[src/rtl/mem_arb_pkg.sv]
// Shared types and widths for the IFU/LSU memory port arbiter.
package mem_arb_pkg;

  localparam int MEM_ADDR_W = 32;
  localparam int MEM_DATA_W = 32;
  localparam int MEM_MASK_W = MEM_DATA_W / 8;

  typedef enum logic [1:0] {
    IDLE = 2'd0,
    REQ  = 2'd1,
    WAIT = 2'd2
  } arb_state_e;

  typedef enum logic {
    OWN_IFU = 1'b0,
    OWN_LSU = 1'b1
  } owner_e;

endpackage

[src/rtl/mem_port_arbiter_if.sv]
// Requester, memory and status signals of the arbiter, bundled as one interface.
// master: the arbiter's view; slave: the surrounding core/memory view.
interface mem_port_arbiter_if #(
  parameter int ADDR_W = mem_arb_pkg::MEM_ADDR_W,
  parameter int DATA_W = mem_arb_pkg::MEM_DATA_W
);

  logic                  ifu_req_valid;
  logic                  ifu_req_ready;
  logic [ADDR_W-1:0]     ifu_addr;
  logic                  ifu_rvalid;
  logic [DATA_W-1:0]     ifu_rdata;

  logic                  lsu_req_valid;
  logic                  lsu_req_ready;
  logic [ADDR_W-1:0]     lsu_addr;
  logic                  lsu_wen;
  logic [DATA_W-1:0]     lsu_wdata;
  logic [DATA_W/8-1:0]   lsu_wmask;
  logic                  lsu_rvalid;
  logic [DATA_W-1:0]     lsu_rdata;

  logic                  mem_req_valid;
  logic                  mem_req_ready;
  logic [ADDR_W-1:0]     mem_addr;
  logic                  mem_wen;
  logic [DATA_W-1:0]     mem_wdata;
  logic [DATA_W/8-1:0]   mem_wmask;
  logic                  mem_resp_valid;
  logic [DATA_W-1:0]     mem_rdata;

  logic                  err_spurious;

  modport master (
    input  ifu_req_valid, ifu_addr,
    output ifu_req_ready, ifu_rvalid, ifu_rdata,
    input  lsu_req_valid, lsu_addr, lsu_wen, lsu_wdata, lsu_wmask,
    output lsu_req_ready, lsu_rvalid, lsu_rdata,
    output mem_req_valid, mem_addr, mem_wen, mem_wdata, mem_wmask,
    input  mem_req_ready, mem_resp_valid, mem_rdata,
    output err_spurious
  );

  modport slave (
    output ifu_req_valid, ifu_addr,
    input  ifu_req_ready, ifu_rvalid, ifu_rdata,
    output lsu_req_valid, lsu_addr, lsu_wen, lsu_wdata, lsu_wmask,
    input  lsu_req_ready, lsu_rvalid, lsu_rdata,
    input  mem_req_valid, mem_addr, mem_wen, mem_wdata, mem_wmask,
    output mem_req_ready, mem_resp_valid, mem_rdata,
    input  err_spurious
  );

endinterface

[src/rtl/rr_arb2.sv]
// Two-way round-robin pick: on conflict the requester not served last wins.
// gnt_o is one-hot, bit 0 = IFU, bit 1 = LSU.
module rr_arb2
  import mem_arb_pkg::*;
(
  input  logic       req_ifu_i,
  input  logic       req_lsu_i,
  input  owner_e     last_owner_i,
  output logic [1:0] gnt_o
);

  // Grant decode from the two requests and the previous owner
  always_comb begin
    gnt_o = 2'b00;
    if (req_ifu_i && req_lsu_i) begin
      gnt_o = (last_owner_i == OWN_IFU) ? 2'b10 : 2'b01;
    end else if (req_ifu_i) begin
      gnt_o = 2'b01;
    end else if (req_lsu_i) begin
      gnt_o = 2'b10;
    end
  end

endmodule

[src/rtl/mem_port_arbiter.sv]
// Shares one memory port between IFU and LSU, one transaction outstanding.
//
//   state | meaning
//   IDLE  | no transaction; grant a requester and latch its payload
//   REQ   | mem_req_valid high with payload held until mem_req_ready
//   WAIT  | accepted by memory; route the response to the owner
module mem_port_arbiter
  import mem_arb_pkg::*;
(
  input  logic               clk,
  input  logic               rst,
  mem_port_arbiter_if.master bus
);

  arb_state_e            state_q, state_d;
  owner_e                owner_q, owner_d;
  owner_e                last_owner_q, last_owner_d;
  logic [MEM_ADDR_W-1:0] addr_q, addr_d;
  logic                  wen_q, wen_d;
  logic [MEM_DATA_W-1:0] wdata_q, wdata_d;
  logic [MEM_MASK_W-1:0] wmask_q, wmask_d;
  logic                  err_q, err_d;

  logic       req_ifu, req_lsu;
  logic [1:0] gnt;
  logic       ifu_ready, lsu_ready, ifu_rvalid, lsu_rvalid, mem_req_valid;

  // Requests are masked while reset is held so no ready leaks out during reset.
  assign req_ifu = bus.ifu_req_valid && rst;
  assign req_lsu = bus.lsu_req_valid && rst;

  rr_arb2 u_rr_arb2 (
    .req_ifu_i    (req_ifu),
    .req_lsu_i    (req_lsu),
    .last_owner_i (last_owner_q),
    .gnt_o        (gnt)
  );

  // State, ownership, payload and sticky error registers
  always_ff @(posedge clk or negedge rst) begin
    if (!rst) begin
      state_q      <= IDLE;
      owner_q      <= OWN_IFU;
      last_owner_q <= OWN_IFU;
      addr_q       <= '0;
      wen_q        <= 1'b0;
      wdata_q      <= '0;
      wmask_q      <= '0;
      err_q        <= 1'b0;
    end else begin
      state_q      <= state_d;
      owner_q      <= owner_d;
      last_owner_q <= last_owner_d;
      addr_q       <= addr_d;
      wen_q        <= wen_d;
      wdata_q      <= wdata_d;
      wmask_q      <= wmask_d;
      err_q        <= err_d;
    end
  end

  // Next-state, grant/latch and response routing
  always_comb begin
    state_d       = state_q;
    owner_d       = owner_q;
    last_owner_d  = last_owner_q;
    addr_d        = addr_q;
    wen_d         = wen_q;
    wdata_d       = wdata_q;
    wmask_d       = wmask_q;
    err_d         = err_q;
    ifu_ready     = 1'b0;
    lsu_ready     = 1'b0;
    ifu_rvalid    = 1'b0;
    lsu_rvalid    = 1'b0;
    mem_req_valid = 1'b0;

    case (state_q)
      IDLE: begin
        if (bus.mem_resp_valid) begin
          err_d = 1'b1;
        end
        if (gnt[0]) begin
          ifu_ready    = 1'b1;
          owner_d      = OWN_IFU;
          last_owner_d = OWN_IFU;
          addr_d       = bus.ifu_addr;
          wen_d        = 1'b0;
          wdata_d      = '0;
          wmask_d      = '1;
          state_d      = REQ;
        end else if (gnt[1]) begin
          lsu_ready    = 1'b1;
          owner_d      = OWN_LSU;
          last_owner_d = OWN_LSU;
          addr_d       = bus.lsu_addr;
          wen_d        = bus.lsu_wen;
          wdata_d      = bus.lsu_wdata;
          wmask_d      = bus.lsu_wmask;
          state_d      = REQ;
        end
      end
      REQ: begin
        mem_req_valid = 1'b1;
        // A response before the memory has even accepted the request is bogus.
        if (bus.mem_resp_valid) begin
          err_d = 1'b1;
        end
        if (bus.mem_req_ready) begin
          state_d = WAIT;
        end
      end
      WAIT: begin
        if (bus.mem_resp_valid) begin
          if (owner_q == OWN_IFU) begin
            ifu_rvalid = 1'b1;
          end else begin
            lsu_rvalid = 1'b1;
          end
          state_d = IDLE;
        end
      end
      default: state_d = IDLE;
    endcase
  end

  assign bus.ifu_req_ready = ifu_ready;
  assign bus.lsu_req_ready = lsu_ready;
  assign bus.ifu_rvalid    = ifu_rvalid;
  assign bus.lsu_rvalid    = lsu_rvalid;
  assign bus.ifu_rdata     = ifu_rvalid ? bus.mem_rdata : '0;
  // Write acks carry no data back to the LSU.
  assign bus.lsu_rdata     = (lsu_rvalid && !wen_q) ? bus.mem_rdata : '0;
  assign bus.mem_req_valid = mem_req_valid;
  assign bus.mem_addr      = addr_q;
  assign bus.mem_wen       = wen_q;
  assign bus.mem_wdata     = wdata_q;
  assign bus.mem_wmask     = wmask_q;
  assign bus.err_spurious  = err_q;

endmodule

[src/flat_wrapper.sv]
// flat-port wrapper written by rule: the top's interface ports become plain ports
module mem_port_arbiter_flat import mem_arb_pkg::*;
  (clk, rst, bus_ifu_req_valid, bus_ifu_addr, bus_ifu_req_ready, bus_ifu_rvalid, bus_ifu_rdata, bus_lsu_req_valid, bus_lsu_addr, bus_lsu_wen, bus_lsu_wdata, bus_lsu_wmask, bus_lsu_req_ready, bus_lsu_rvalid, bus_lsu_rdata, bus_mem_req_valid, bus_mem_addr, bus_mem_wen, bus_mem_wdata, bus_mem_wmask, bus_mem_req_ready, bus_mem_resp_valid, bus_mem_rdata, bus_err_spurious);
  mem_port_arbiter_if bus_i ();
  input  logic clk;
  input  logic rst;
  input wire logic [$bits(bus_i.ifu_req_valid)-1:0] bus_ifu_req_valid;
  input wire logic [$bits(bus_i.ifu_addr)-1:0] bus_ifu_addr;
  output wire logic [$bits(bus_i.ifu_req_ready)-1:0] bus_ifu_req_ready;
  output wire logic [$bits(bus_i.ifu_rvalid)-1:0] bus_ifu_rvalid;
  output wire logic [$bits(bus_i.ifu_rdata)-1:0] bus_ifu_rdata;
  input wire logic [$bits(bus_i.lsu_req_valid)-1:0] bus_lsu_req_valid;
  input wire logic [$bits(bus_i.lsu_addr)-1:0] bus_lsu_addr;
  input wire logic [$bits(bus_i.lsu_wen)-1:0] bus_lsu_wen;
  input wire logic [$bits(bus_i.lsu_wdata)-1:0] bus_lsu_wdata;
  input wire logic [$bits(bus_i.lsu_wmask)-1:0] bus_lsu_wmask;
  output wire logic [$bits(bus_i.lsu_req_ready)-1:0] bus_lsu_req_ready;
  output wire logic [$bits(bus_i.lsu_rvalid)-1:0] bus_lsu_rvalid;
  output wire logic [$bits(bus_i.lsu_rdata)-1:0] bus_lsu_rdata;
  output wire logic [$bits(bus_i.mem_req_valid)-1:0] bus_mem_req_valid;
  output wire logic [$bits(bus_i.mem_addr)-1:0] bus_mem_addr;
  output wire logic [$bits(bus_i.mem_wen)-1:0] bus_mem_wen;
  output wire logic [$bits(bus_i.mem_wdata)-1:0] bus_mem_wdata;
  output wire logic [$bits(bus_i.mem_wmask)-1:0] bus_mem_wmask;
  input wire logic [$bits(bus_i.mem_req_ready)-1:0] bus_mem_req_ready;
  input wire logic [$bits(bus_i.mem_resp_valid)-1:0] bus_mem_resp_valid;
  input wire logic [$bits(bus_i.mem_rdata)-1:0] bus_mem_rdata;
  output wire logic [$bits(bus_i.err_spurious)-1:0] bus_err_spurious;
  assign bus_i.ifu_req_valid = bus_ifu_req_valid;
  assign bus_i.ifu_addr = bus_ifu_addr;
  assign bus_ifu_req_ready = bus_i.ifu_req_ready;
  assign bus_ifu_rvalid = bus_i.ifu_rvalid;
  assign bus_ifu_rdata = bus_i.ifu_rdata;
  assign bus_i.lsu_req_valid = bus_lsu_req_valid;
  assign bus_i.lsu_addr = bus_lsu_addr;
  assign bus_i.lsu_wen = bus_lsu_wen;
  assign bus_i.lsu_wdata = bus_lsu_wdata;
  assign bus_i.lsu_wmask = bus_lsu_wmask;
  assign bus_lsu_req_ready = bus_i.lsu_req_ready;
  assign bus_lsu_rvalid = bus_i.lsu_rvalid;
  assign bus_lsu_rdata = bus_i.lsu_rdata;
  assign bus_mem_req_valid = bus_i.mem_req_valid;
  assign bus_mem_addr = bus_i.mem_addr;
  assign bus_mem_wen = bus_i.mem_wen;
  assign bus_mem_wdata = bus_i.mem_wdata;
  assign bus_mem_wmask = bus_i.mem_wmask;
  assign bus_i.mem_req_ready = bus_mem_req_ready;
  assign bus_i.mem_resp_valid = bus_mem_resp_valid;
  assign bus_i.mem_rdata = bus_mem_rdata;
  assign bus_err_spurious = bus_i.err_spurious;
  mem_port_arbiter u_core (.clk(clk), .rst(rst), .bus(bus_i));
endmodule
[config.mk]
export PLATFORM = sky130hd
export DESIGN_NAME = mem_port_arbiter_flat
export DESIGN_NICKNAME = d
export VERILOG_FILES = /design/src/rtl/mem_arb_pkg.sv /design/src/rtl/mem_port_arbiter_if.sv /design/src/rtl/rr_arb2.sv /design/src/rtl/mem_port_arbiter.sv /design/src/flat_wrapper.sv
export SDC_FILE = /design/constraint.sdc
export NUM_CORES = 1
export LEC_CHECK = 0
export CORE_ASPECT_RATIO = 0.6
export CORE_MARGIN = 8
export CORE_UTILIZATION = 37
export DETAILED_ROUTE_END_ITERATION = 6
export GPL_TIMING_DRIVEN = 1
export PLACE_DENSITY_LB_ADDON = 0.08
export SLEW_MARGIN = 20
export SYNTH_ARGS = -nofsm -noshare
export SYNTH_HDL_FRONTEND = slang
export SYNTH_HIERARCHICAL = 1
export SYNTH_SLANG_ARGS = --single-unit
[constraint.sdc]
create_clock -name clk -period 2.5 [get_ports clk]
set_clock_uncertainty 0.1 [all_clocks]
set_input_delay 0.5 -clock clk [delete_from_list [all_inputs] [get_ports clk]]
set_output_delay 0.5 -clock clk [all_outputs]
set_load 0.005 [all_outputs]
# After elaboration in Yosys (flattened, before gate mapping)
# Cells that the tools add are included.
[word_totals]
input_bits = 139
register_bits = 73
[classes]
muxes = 33
n_reduce_logical = 11
n_eq_ne = 5
[op_table]
columns = ["operator", "count"]
rows = [
  ["$mux 32", 6],
  ["$mux 1", 16],
  ["$mux 2", 8],
  ["$mux 4", 2],
  ["$pmux 2 s3", 1],
  ["$logic_and 1x1->1", 4],
  ["$ne 2x2->1 const B", 2],
  ["$reduce_and 2->1", 2],
  ["$ne 3x1->1 const B", 1],
  ["$reduce_and 3->1", 1],
  ["$eq 2x1->1 const B", 1],
  ["$eq 2x2->1 const B", 1],
  ["$logic_not 2->1", 1],
  ["$reduce_bool 2->1", 1],
  ["$reduce_or 2->1", 1],
  ["$logic_not 1->1", 1],
]

# Logic depth before layout (Yosys ltp)
[depth]
word_depth = 7
ltp_mapped = 7
depth_no_buf = 5

# Hierarchy
# Netlist, hierarchy kept.
[by_module_without_submodules]
columns = ["module", "area_per_inst_um2", "instances", "cells_each"]
rows = [
  ["mem_port_arbiter", 3603.5, 1, 279],
  ["rr_arb2", 18.8, 1, 3],
]

# Worst setup path before layout
# No wires, ideal clock.
[synth_path]
path_type = "input to output"
startpoint = "in bus_ifu_req_valid"
endpoint = "out bus_lsu_req_ready"
path_slack_ps = 417
n_path_buf = 1
stages = 5
t_arrival_ps = 1483
path_cell_list = "and2_1 > a21boi_0 > nand3b_1 > inv_2 > buf_2"
[synth_between]
elab_chain_cells = 6
[synth_rtl]
columns = ["element", "line_no", "rtl"]
rows = [
  ["start: declaration", "flat_wrapper.sv:7", "input wire logic [$bits(bus_i.ifu_req_valid)-1:0] bus_ifu_req_valid;"],
  ["$logic_and 1x1->1 (*)", "mem_port_arbiter.sv:29", "assign req_ifu = bus.ifu_req_valid && rst;"],
  ["$mux 2 / $logic_and 1x1->1 (equally long branches)", "rr_arb2.sv:17, rr_arb2.sv:15", ""],
  ["$mux 2 (*)", "rr_arb2.sv:15", "if (req_ifu_i && req_lsu_i) begin"],
  ["named net u_core.gnt[1]", "mem_port_arbiter.sv:25", "logic [1:0] gnt;"],
  ["$mux 1 (*)", "mem_port_arbiter.sv:92", "end else if (gnt[1]) begin"],
  ["$mux 1 (*)", "mem_port_arbiter.sv:83", "if (gnt[0]) begin"],
  ["$mux 1 (*)", "mem_port_arbiter.sv:78", "case (state_q)"],
  ["end: declaration", "flat_wrapper.sv:17", "output wire logic [$bits(bus_i.lsu_req_ready)-1:0] bus_lsu_req_ready;"],
]
# Mark *: on every way through the listed nets, which the timed path passes. The rest lies on a longest branch.

# Worst setup path after layout
[layout_path]
startpoint = "reg u_core.state_q[1]"
endpoint = "out bus_lsu_rdata[29]"
[layout_between]
elab_chain_cells = 4
[layout_rtl]
columns = ["element", "line_no", "rtl"]
rows = [
  ["start: declaration", "mem_port_arbiter.sv:15", "arb_state_e state_q, state_d;"],
  ["start signal: assignment", "mem_port_arbiter.sv:51", "state_q <= state_d;"],
  ["$eq 2x2->1", "mem_port_arbiter.sv:78", ""],
  ["$mux 1", "mem_port_arbiter.sv:78", ""],
  ["$logic_and 1x1->1", "mem_port_arbiter.sv:133", "assign bus.lsu_rdata = (lsu_rvalid && !wen_q) ? bus.mem_rdata : '0;"],
  ["$mux 32", "mem_port_arbiter.sv:133", ""],
  ["end: declaration", "flat_wrapper.sv:19", "output wire logic [$bits(bus_i.lsu_rdata)-1:0] bus_lsu_rdata;"],
]
# Every way passes these cells.

==> impl_metrics.env <==
export IMPL_switchingPower_w=0.00188
export IMPL_cts_buffer_depth=2
export IMPL_drive_gt1_share_pct=20.3
export IMPL_path_max_fanout=16
export IMPL_routed_wirelength_microns=14300
export IMPL_cts_num_sinks=73
export IMPL_maxCapViolCount=0
export IMPL_start_util_pct=37.3
export IMPL_place_inst=692
export IMPL_port_buffers=277
export IMPL_row_count=28
export IMPL_numCtsBuffers=9
export IMPL_status="finished, final reports clean"
export IMPL_via_per_inst=4.62
export IMPL_final_cell_area_sq_um=7120
export IMPL_antenna_found_initial=0
export IMPL_p_clk_share_pct=21.3
export IMPL_cp_data_arrival_time_ps=1820
export IMPL_synth_cell_types=27
export IMPL_num_io_pins=278
export IMPL_synth_ff_type="dfrtp_1"
export IMPL_slew_violations=0
export IMPL_n_fill_cell=719
export IMPL_vias=3337
export IMPL_fmax_mhz=413
export IMPL_ys_warnings_count=6
export IMPL_critPathLaunchType="flip-flop"
export IMPL_syn_instance_count=282
export IMPL_gr_usage_all_layers_pct=20.8
export IMPL_drcViolationCount=0
export IMPL_grt_pass1_vias=3678
export IMPL_die_y_microns=92.6
export IMPL_core_sq_um=9700
export IMPL_fp_dieArea_sq_um=13300
export IMPL_drtIter0Drc=112
export IMPL_netlist_area_sq_um=3620
export IMPL_post_dp_cell_area_sq_um=6680
export IMPL_synth_edff_count=0
export IMPL_hold_path_class="reg -> reg"
export IMPL_ant_nets=0
export IMPL_grt_max_degree=63
export IMPL_worst_pin_slew_ps=787
export IMPL_endpoint_kind="output pin"
export IMPL_num_antenna_cells=0
export IMPL_synth_area_leaders="dfrtp_1 (50%), mux2_2 (12%), and2_1 (12%)"
export IMPL_ys_seq_area_share_pct=50.4
export IMPL_gp_congestion=0.870
export IMPL_htree_num_levels=3
export IMPL_clock_tree_root_cell="clkbuf_16"
export IMPL_setup_violations_final=0
export IMPL_synth_seq_cells=73
export IMPL_yosysTopAreaCell="dfrtp_1"
export IMPL_synth_area_per_cell_sq_um=12.8
export IMPL_required_ps=1900
export IMPL_crit_type="reg -> out"
export IMPL_first_pass_iters=4
export IMPL_path_clk_slew_ps=50
export IMPL_power_per_cell_area_nw_per_um2=944
export IMPL_die_width_microns=144
export IMPL_grt_overflow=0
export IMPL_fin_cells=722
export IMPL_fin_nets=721
export IMPL_cts_tree="yes"
export IMPL_wire_per_inst_microns=19.7
export IMPL_intPower_w=0.00484
export IMPL_synth_top_area_share_pct=50.4
export IMPL_ys_async_sr_fraction_pct=100
export IMPL_sw_frac_of_total_pct=28.0
export IMPL_ir_drop_mv=0.630
export IMPL_p_seq_share_pct=31.3
export IMPL_finalHoldViolCount=0
export IMPL_maxSlewHeadroom_pct=47.5
export IMPL_syn_to_final_growth_pct=96.4
export IMPL_hpwl_microns=11100
export IMPL_clk_latency_ps=320
export IMPL_fin_crit_sh_pct=96.8
export IMPL_grt_pass1_wl_microns=21600
export IMPL_power_leakage_nw=3.35
export IMPL_synth_fp_nets=421
export IMPL_period_minus_slack_ps=2420
export IMPL_pwr_share_comb_pct=47.4
[stage by stage]
stage / total power [W] / hold slack, ps / setup TNS (ps) / worst slack, ps / utilization [%]
final: 0.00672 / 362 / 0 / 80.2 / 73.3
after floorplan: 0.00327 / 104 / 0 / 417 / -
after detailed placement: 0.00527 / 336 / -18260 / -353 / 68.8
after global placement: 0.00521 / 336 / -15290 / -307 / 68.8
after global routing: 0.00709 / 397 / -18.0 / -4.84 / 73.3
after CTS: 0.00681 / 362 / 0 / 4.89 / 73.0
[flip-flops by register name, summed over array words and instances (netlist names)]
signal	count
u_core/bus.err_spurious	1
u_core/bus.mem_addr	32
u_core/bus.mem_wdata	32
u_core/bus.mem_wen	1
u_core/bus.mem_wmask	4
u_core/last_owner_q	1
u_core/state_q	2
[layout by cell type, fill, tap and decap left out, types with 2 or more instances in the layout]
cell	Yosys	routed
buf_4	1	20
mux2_2	38	38
o22a_1	4	4
clkdlybuf4s15_1	0	6
bufinv_16	0	2
clkbuf_16	0	9
nand2_1	3	3
buf_16	0	2
mux2_4	26	26
clkdlybuf4s50_1	0	208
clkbuf_8	0	2
buf_6	3	2
inv_1	3	3
and2_1	67	67
a22o_1	33	33
dlygate4sd3_1	0	2
dlygate4sd2_1	0	60
buf_12	0	7
dfrtp_1	73	73
[cell type report]
cell class | count | area, sq um | area share (%)
clock buffers | 11 | 253 | 3.55
clock inverters | 5 | 85.1 | 1.20
flip-flops and latches | 73 | 1830 | 25.7
well taps | 135 | 169 | 2.37
inverters | 4 | 15.0 | 0.211
repair buffers | 309 | 3070 | 43.2
multi-input cells | 185 | 1690 | 23.8
[cell families (layout without fill, tap and decap cells)]
family	count (synthesis)	after routing	synth area share (%)
compound gates	45	45	10.4
buf+inv	24	329	3.59
flops	73	73	50.4
mux	64	64	22.6
simple gates	76	76	13.0
[what timing repair did]
action	CTS	global route
cloned	2	0
endpoints found under the hold margin	4	0
setup endpoints to repair	68	7
setup buffers	8	2
pin swaps	1	2
resized for setup	75	8
hold buffers	2	0
[power by group through the flow]
stage	registers (W)	logic, W	clock network, W
after floorplan	0.00215	0.00112	0
after global placement	0.00210	0.00310	0
after detailed placement	0.00213	0.00315	0
after CTS	0.00211	0.00323	0.00147
after global routing	0.00218	0.00339	0.00152
final	0.00211	0.00318	0.00143
[path summary, 6_finish.rpt]
check | depth (start not counted) | start | slack [ps] | end
max | 6 | u_core/state_q[1] | 80 | bus_lsu_rdata[29]
min | 1 | u_core/bus.err_spurious | 360 | u_core/bus.err_spurious
max reg2reg | 7 | u_core/last_owner_q | 560 | u_core/bus.mem_addr[14]
min reg2reg | 1 | u_core/bus.err_spurious | 360 | u_core/bus.err_spurious
max in group asynchronous | 4 | rst | 730 | u_core/bus.mem_wdata[28]
min in group asynchronous | 3 | rst | 570 | u_core/bus.mem_wen
[cells in the mapped netlist, drive strengths merged, types with 2 or more instances]
master,instances
dfrtp,73
and2,67
mux2,64
a22o,33
buf,15
clkbuf,5
inv,4
o22a,4
nand2,3
a21boi,2
nor2,2
o21ai,2
[metal layers]
| metal | track usage [%] | up-vias | wire [microns] |
|---|---|---|---|
| li1 | - | 1592 | - |
| met4 | 6.27 | 0 | 264 |
| met1 | 24.0 | 1584 | 5680 |
| met2 | 35.2 | 142 | 6950 |
| met3 | 8.42 | 19 | 1370 |
| met5 | 0 | - | 0 |
[critical path, stage by stage (launching register included)]
cell	delay, ps
dfrtp_1	370
and4b_1	210
and2b_2	240
buf_12	130
buf_16	140
and2_1	140
dlygate4sd2_1	270
Note: power is estimated with default switching activity, not from simulation.
